==> src/rtl/bpu_update_ctrl.sv <==
// bpu_update_ctrl
// Sits between the two EX-stage branch-resolution ports and the single
// predictor update port. Resolution records that would not train the
// predictor are filtered out, the rest are queued in a small circular FIFO
// and presented one per cycle. A mispredicted ex0 kills the younger ex1
// record (wrong path). Records that do not fit are dropped and counted in a
// saturating counter.
//
// FIFO entry layout: {info[65:0], mispred, pred_true}
// info layout:       {direction[65], target[64:33], type[32], pc[31:0]}

module bpu_update_ctrl #(
    parameter int DEPTH = 4,
    parameter int CNT_W = 16
) (
    input  logic                     clk,
    input  logic                     rst,

    input  logic                     ex0_valid,
    input  logic [65:0]              ex0_info,
    input  logic                     ex0_mispred,
    input  logic                     ex0_pred_true,

    input  logic                     ex1_valid,
    input  logic [65:0]              ex1_info,
    input  logic                     ex1_mispred,
    input  logic                     ex1_pred_true,

    input  logic                     upd_ready,
    output logic                     upd_valid,
    output logic [65:0]              upd_info,
    output logic                     upd_mispred,
    output logic                     upd_pred_true,

    output logic [$clog2(DEPTH):0]   count,
    output logic                     full,
    output logic [CNT_W-1:0]         drop_cnt
);

    localparam int AW = $clog2(DEPTH);
    localparam int CW = AW + 1;
    localparam int EW = 68;
    localparam int DW = CNT_W + 1;

    // Registered state
    logic [EW-1:0]    mem_q [DEPTH];
    logic [EW-1:0]    mem_d [DEPTH];
    logic [AW-1:0]    wr_ptr_q, wr_ptr_d;
    logic [AW-1:0]    rd_ptr_q, rd_ptr_d;
    logic [CW-1:0]    count_q, count_d;
    logic [CNT_W-1:0] drop_cnt_q, drop_cnt_d;

    // Combinational helpers
    logic             want0, want1, kill1;
    logic             deq;
    logic [CW-1:0]    free;
    logic             acc0, acc1;
    logic [1:0]       n_acc, n_drop;
    logic [AW-1:0]    wr_slot1;
    logic [DW-1:0]    drop_sum;
    logic [EW-1:0]    head;

    // Decide which EX records would train the predictor; a mispredicted
    // older slot means the younger slot sat on the wrong path.
    always_comb begin
        want0 = 1'b0;
        want1 = 1'b0;
        kill1 = 1'b0;
        want0 = ex0_valid & (ex0_info[32] | ex0_mispred);
        kill1 = ex0_valid & ex0_mispred;
        want1 = ex1_valid & ~kill1 & (ex1_info[32] | ex1_mispred);
    end

    // Work out how many qualifying records fit, keeping the older one first.
    // A slot freed by this cycle's pop is usable for this cycle's push.
    always_comb begin
        deq    = 1'b0;
        free   = '0;
        acc0   = 1'b0;
        acc1   = 1'b0;
        n_acc  = '0;
        n_drop = '0;
        deq    = (count_q != '0) & upd_ready;
        free   = CW'(DEPTH) - count_q + CW'(deq);
        acc0   = want0 & (free >= CW'(1));
        acc1   = want1 & (want0 ? (free >= CW'(2)) : (free >= CW'(1)));
        n_acc  = 2'(acc0) + 2'(acc1);
        n_drop = 2'(want0 & ~acc0) + 2'(want1 & ~acc1);
    end

    // Next-state for storage, pointers, occupancy and the drop counter.
    // ex1 lands right behind ex0 when both are accepted.
    always_comb begin
        mem_d      = mem_q;
        wr_ptr_d   = wr_ptr_q;
        rd_ptr_d   = rd_ptr_q;
        count_d    = count_q;
        drop_cnt_d = drop_cnt_q;
        wr_slot1   = wr_ptr_q + AW'(acc0);
        drop_sum   = DW'(drop_cnt_q) + DW'(n_drop);

        if (acc0) begin
            mem_d[wr_ptr_q] = {ex0_info, ex0_mispred, ex0_pred_true};
        end
        if (acc1) begin
            mem_d[wr_slot1] = {ex1_info, ex1_mispred, ex1_pred_true};
        end

        wr_ptr_d   = wr_ptr_q + AW'(n_acc);
        rd_ptr_d   = rd_ptr_q + AW'(deq);
        count_d    = count_q + CW'(n_acc) - CW'(deq);
        drop_cnt_d = drop_sum[CNT_W] ? {CNT_W{1'b1}} : drop_sum[CNT_W-1:0];
    end

    // State registers; reset wipes storage so the head reads back as zero.
    always_ff @(posedge clk or posedge rst) begin
        if (rst) begin
            for (int i = 0; i < DEPTH; i++) begin
                mem_q[i] <= '0;
            end
            wr_ptr_q   <= '0;
            rd_ptr_q   <= '0;
            count_q    <= '0;
            drop_cnt_q <= '0;
        end else begin
            for (int i = 0; i < DEPTH; i++) begin
                mem_q[i] <= mem_d[i];
            end
            wr_ptr_q   <= wr_ptr_d;
            rd_ptr_q   <= rd_ptr_d;
            count_q    <= count_d;
            drop_cnt_q <= drop_cnt_d;
        end
    end

    // Outputs come straight from registered storage: no path from ex* inputs.
    always_comb begin
        head          = mem_q[rd_ptr_q];
        upd_valid     = (count_q != '0);
        upd_info      = head[EW-1:2];
        upd_mispred   = head[1];
        upd_pred_true = head[0];
        count         = count_q;
        full          = (count_q == CW'(DEPTH));
        drop_cnt      = drop_cnt_q;
    end

endmodule

==> config.mk <==
export PLATFORM = sky130hd
export DESIGN_NAME = bpu_update_ctrl
export DESIGN_NICKNAME = d
export VERILOG_FILES = /design/src/rtl/bpu_update_ctrl.sv
export SDC_FILE = /design/constraint.sdc
export NUM_CORES = 1
export LEC_CHECK = 0
export ABC_AREA = 1
export CORE_AREA = 5 5 186 188
export DETAILED_ROUTE_END_ITERATION = 16
export DIE_AREA = 0 0 191 193
export PLACE_DENSITY_LB_ADDON = 0.25
export SYNTH_ARGS = -nofsm -noshare
export SYNTH_HDL_FRONTEND = slang
export SYNTH_SLANG_ARGS = --single-unit
==> constraint.sdc <==
create_clock -name clk -period 11.8 [get_ports clk]
set_input_delay 2.36 -clock clk [delete_from_list [all_inputs] [get_ports clk]]
set_output_delay 2.36 -clock clk [all_outputs]
set_load 0.05 [all_outputs]
### Word level (Yosys, flattened, before mapping)

Cells that the tools add are included.
W data, S select, Z words.

* register bits: 295
* input bits: 141
* output and inout bits: 89
* word-level logic and storage cells: 59

* add/subtract/negate cells: 10
* magnitude comparators: 7
* eq/ne operators: 1
* multiplexer cells: 13
* bitwise logic cells: 17
* reductions and logical operators: 3

Operators by type and width (number)
* $bwmux W272: 2
* $mux W272: 2
* $demux W68 S2: 2
* $mux W68: 4
* $bmux W68 S2: 1
* $add A16 B2 Y17: 1
* $mux W16: 1
* $ge A3 B3 Y1 const B: 3
* $not A2 Y3: 3
* $and A1 B1 Y1: 7
* $lt A3 B1 Y1 const B: 2
* $add A2 B1 Y2: 2
* $add A2 B2 Y2: 2
* $and A1 B2 Y2: 2
* $not A1 Y2: 2
* $add A3 B1 Y3: 1
* $add A3 B2 Y3: 1
* $eq A3 B3 Y1 const B: 1
* $ge A3 B1 Y1 const B: 1
* $ge A3 B2 Y1 const B: 1
* $reduce_bool A3 Y1: 1
* $sub A3 B1 Y3: 1
* $sub A3 B3 Y3 const A: 1
* $add A1 B1 Y2: 1
* 4 further kinds: 6

### Longest topological paths before layout

* word-level depth: 13
* gate-level depth with buffers: 22
* depth with buffers taken out: 22

### Worst setup path before layout

Ideal clock, no wire load.

* path kind: input-to-reg
* start point: in upd_ready
* end point: reg drop_cnt_q[11], in the netlist drop_cnt[11]
* setup time: 0.137 ns
* data arrival time: 5.080 ns
* data required time: 11.663 ns
* path slack: 6.582 ns
* stages on the path: 18
* buffers on the path: 2
* path through: nand2_1 > ha_1 > inv_1 > ha_1 > inv_2 > nand4_4 > buf_2 > clkbuf_1 > nor2_1 > ha_1 > ha_1 > fa_1 > nand2_1 > nor2_1 > nand2_1 > inv_1 > nand3b_1 > nand3_1

* longest elaborated chain between the ends: 10
* elaborated cells on any way between the ends: 14
* those cells by class: add/sub: 3; order compare: 2; mux: 2; bitwise: 7

Ends and longest elaborated chain
* from (decl): RTL line 29 `input logic upd_ready,`
* $and A1 B1 Y1 (*): RTL line 83 `deq = (count_q != '0) & upd_ready;`
* $add A3 B1 Y3 (*): RTL line 84 `free = CW'(DEPTH) - count_q + CW'(deq);`
* $ge A3 B1 Y1 or $ge A3 B2 Y1 (tied branches): RTL line 85, 86
* $mux W1: RTL line 86 `acc1 = want1 & (want0 ? (free >= CW'(2)) : (free >= CW'(1)));`
* $and A1 B1 Y1: RTL line 86
* $not A1 Y2: RTL line 88 `n_drop = 2'(want0 & ~acc0) + 2'(want1 & ~acc1);`
* $and A1 B2 Y2: RTL line 88
* $add A2 B2 Y2 (*): RTL line 88
* $add A16 B2 Y17 (*): RTL line 100 `drop_sum = DW'(drop_cnt_q) + DW'(n_drop);`
* $mux W16 (*): RTL line 112 `drop_cnt_d = drop_sum[CNT_W] ? {CNT_W{1'b1}} : drop_sum[CNT_W-1:0];`
* net drop_cnt_d[11]: RTL line 51 `logic [CNT_W-1:0] drop_cnt_q, drop_cnt_d;`
* to (signal assigned): RTL line 132 `drop_cnt_q <= drop_cnt_d;`
* to (decl): RTL line 51

Mark *: on every way through the listed nets, which the timed path passes. The rest lies on a longest branch.

### Worst setup path after layout

* start point: reg rd_ptr_q[0]
* end point: out upd_mispred

* longest elaborated chain between the ends: 4

Ends and longest elaborated chain
* from (decl): RTL line 49 `logic [AW-1:0] rd_ptr_q, rd_ptr_d;`
* from (signal assigned): RTL line 130 `rd_ptr_q <= rd_ptr_d;`
* $not A2 Y3 (implied by the code): RTL line 138 `head = mem_q[rd_ptr_q];`
* $bmux W68 S2: RTL line 138
* $mux W68 (implied by the code) (2 in series): RTL line 138
* to (decl): RTL line 32 `output logic upd_mispred,`

No other way between the ends. The select of a mux whose other input is x is not followed.

==> flow_summary.toml <==
[synth]
synth_top_area_frac = 0.402
yosysWarnings = 0
ys_ff_latch = 295
syn_inst = 2719
synth-seq-area-share = 0.402
synth_nets = 2874
yosysMostFrequentCell = "nand2_1"
async_flop_share = 1.00
synth_ff_type = "dfrtp_1"
synth_area_leaders = "dfrtp_1, nand2_1, nand4_1, nand3_1, inv_1"
synth.cell_area_um2 = 18400
avgSynthCellArea_um2 = 6.75
synth_top_cell_by_area = "dfrtp_1"
yosysUniqueCellTypes = 27
synth_edf_count = 0
synthTopCellsByCount = "nand2_1, inv_1, dfrtp_1"

[final_layout]
nNetsFinal = 2944
area_delta_synth_final_pct = 17.8
final_cells = 3259
utilization = 0.656
fill_cells = 2886
drive_above_1_share = 0.0370
num_antenna_cells = 0

[setup_path]
cp-end-kind = "output port"
cp_max_fo = 119
arrival_ns = 4.53
required_ns = 9.44
crit_type = "reg2out"
start_kind = "register"

[clock_network]
clock_latency_ns = 0.52
cts_root_buffer = "clkbuf_16"
ctsResizeCount = 0
holdBufCountCts = 0
clkSinkCount = 295
cts_tree = "done"
cts_setup_buffers = 0
cts_buffer_depth = 3
cts_buffers = 35
worst_setup_hold_path_clk_slew_ns = 0.06
htreeDepth = 2

[timing]
worst_hold_slack_ns = 0.530
fin_crit_sh = 0.584
tns_ns = 0
clock_skew_ns = 0.0159
fin_crit_ns = 6.89
rsz0062_at_grt = "no"
setup_violations = 0
worstMarginPinSlew_ns = 1.29
maxSlewHeadroom = 0.137
max_freq_ghz = 0.145
hold_violations = 0
maxSlewViolCount = 0

[power]
swShare = 0.516
power_frac_clock = 0.150
p_sw_uw = 3710
intPower_uw = 3480
ir_drop_mv = 0.262
p_total_uw = 7180
leakage_uw = 0.0113
seqPwrFrac = 0.255
power_density_nw_per_um2 = 332
combPwrFrac = 0.595

[routing]
wl_per_cell_um = 18.3
drt-total-wl_mm = 59.7
drc = 0
vias = 19030
drt-vias-per-instance = 5.84
drt_first_pass_iters = 8
drtAntennaViolNets = 0
drt_iter0_drc = 2372

[grt]
antenna_found_initial = 0
grt_use_met2 = 0.515
grt_pass1_wl_mm = 95.4
use_met3 = 0.0553
busiest_layer = "met2"
grt_max_degree = 193
track_usage = 0.315
grt.met1_usage = 0.427
grt_pass1_vias = 18250
overflow = 0

[floorplan]
rows = 67
core_area_um2 = 32900
initial_core_util = 0.557
design.die.area_um2 = 36900
die_w_um = 191
io_pins = 230
die_h_um = 193

[placed_design]
numPortBuffers = 229
gp_congestion = 0.798
placedCellCount = 3200
post-dp-hpwl_mm = 32.0

[flow_run]
cap_viol_max_count = 0

[outcome]
status = "finished, final reports clean"

[min_path]
hp-class = "reg2reg"
## power groups by stage
stage	Sequential (µW)	Combinational, µW	Clock, µW
after floorplan	1780	3060	0
after detailed placement	1840	4200	0
after global routing	1880	4640	1130
final	1830	4270	1080
after global placement	1820	4120	0
after CTS	1830	4230	1090
## kinds of logic (layout without fill, tap and decap cells)
kind of cell / Yosys count / count (layout) / share of synthesized area
simple gates: 1523 / 1523 / 0.373
buf+inv: 596 / 688 / 0.133
flops: 295 / 295 / 0.402
compound gates: 279 / 279 / 0.0763
fa+ha+maj: 14 / 14 / 0.0104
xor+xnor: 12 / 12 / 0.00573
## sequential cells by signal (all words and copies together), names as in the netlist
register / count
mem_q: 272
rd_ptr_q: 2
count: 3
wr_ptr_q: 2
drop_cnt: 16
## critical path, cell delays in order, from the launching register on
cell and delay (ns):
dfrtp_4 0.85, inv_6 0.81, buf_4 0.85, a21oi_1 0.19, a21oi_1 0.39, clkdlybuf4s50_1 0.89
## area by class of cell
cell class                      count  area [µm²]  area share
Clock inverter                      2        13.8    0.000637
Timing Repair Buffer              250        2450       0.113
Tap cell                          448         561      0.0259
Clock buffer                       57        1130      0.0523
Inverter                          379        1450      0.0669
Sequential cell                   295        7390       0.342
Multi-Input combinational cell   1828        8630       0.399
## cells in the final DEF (no fill, tap or decap), types with 3 or more instances in the layout
cell type / netlist / routed
dfrtp_1: 295 / 294
a21oi_1: 205 / 205
clkbuf_16: 0 / 37
nand2_1: 926 / 926
nor2_4: 1 / 3
o21ai_0: 73 / 73
xor2_1: 9 / 9
xnor2_1: 3 / 3
inv_1: 368 / 366
nor3_1: 4 / 4
clkbuf_8: 0 / 13
nand4_1: 273 / 273
buf_4: 19 / 21
nand3_1: 288 / 284
clkbuf_1: 104 / 7
clkdlybuf4s50_1: 0 / 229
nand3_4: 0 / 8
nand3b_1: 3 / 3
ha_1: 12 / 12
nor2_1: 17 / 17
inv_2: 11 / 9
## stage by stage
stage,worst slack [ns],cell area (µm²)
2_1_floorplan,1.29,18400
3_3_place_gp,5.06,20500
3_5_place_dp,4.95,20500
4_1_cts,4.99,21600
5_1_grt,4.81,21600
6_report,4.91,21600
## layer usage
metal,part of all wire,vias to the layer above
met5,0,-
met4,0.026,0
met3,0.10,139
met2,0.47,1097
met1,0.40,8886
li1,-,8908
## worst paths after layout
check	start	to	slack, ns	cells after the start
setup / recovery	rd_ptr_q[0]$_DFF_PP0_	upd_mispred	4.91	5
hold / removal	rd_ptr_q[1]$_DFF_PP0_	rd_ptr_q[1]$_DFF_PP0_	0.53	1
setup reg to reg	count[1]$_DFF_PP0_	mem_q[244]$_DFF_PP0_	7.01	14
hold reg to reg	rd_ptr_q[1]$_DFF_PP0_	rd_ptr_q[1]$_DFF_PP0_	0.53	1
max in group asynchronous	rst	mem_q[253]$_DFF_PP0_	7.31	4
min in group asynchronous	rst	mem_q[61]$_DFF_PP0_	2.39	2
Note: power is estimated with default switching activity, not from simulation.
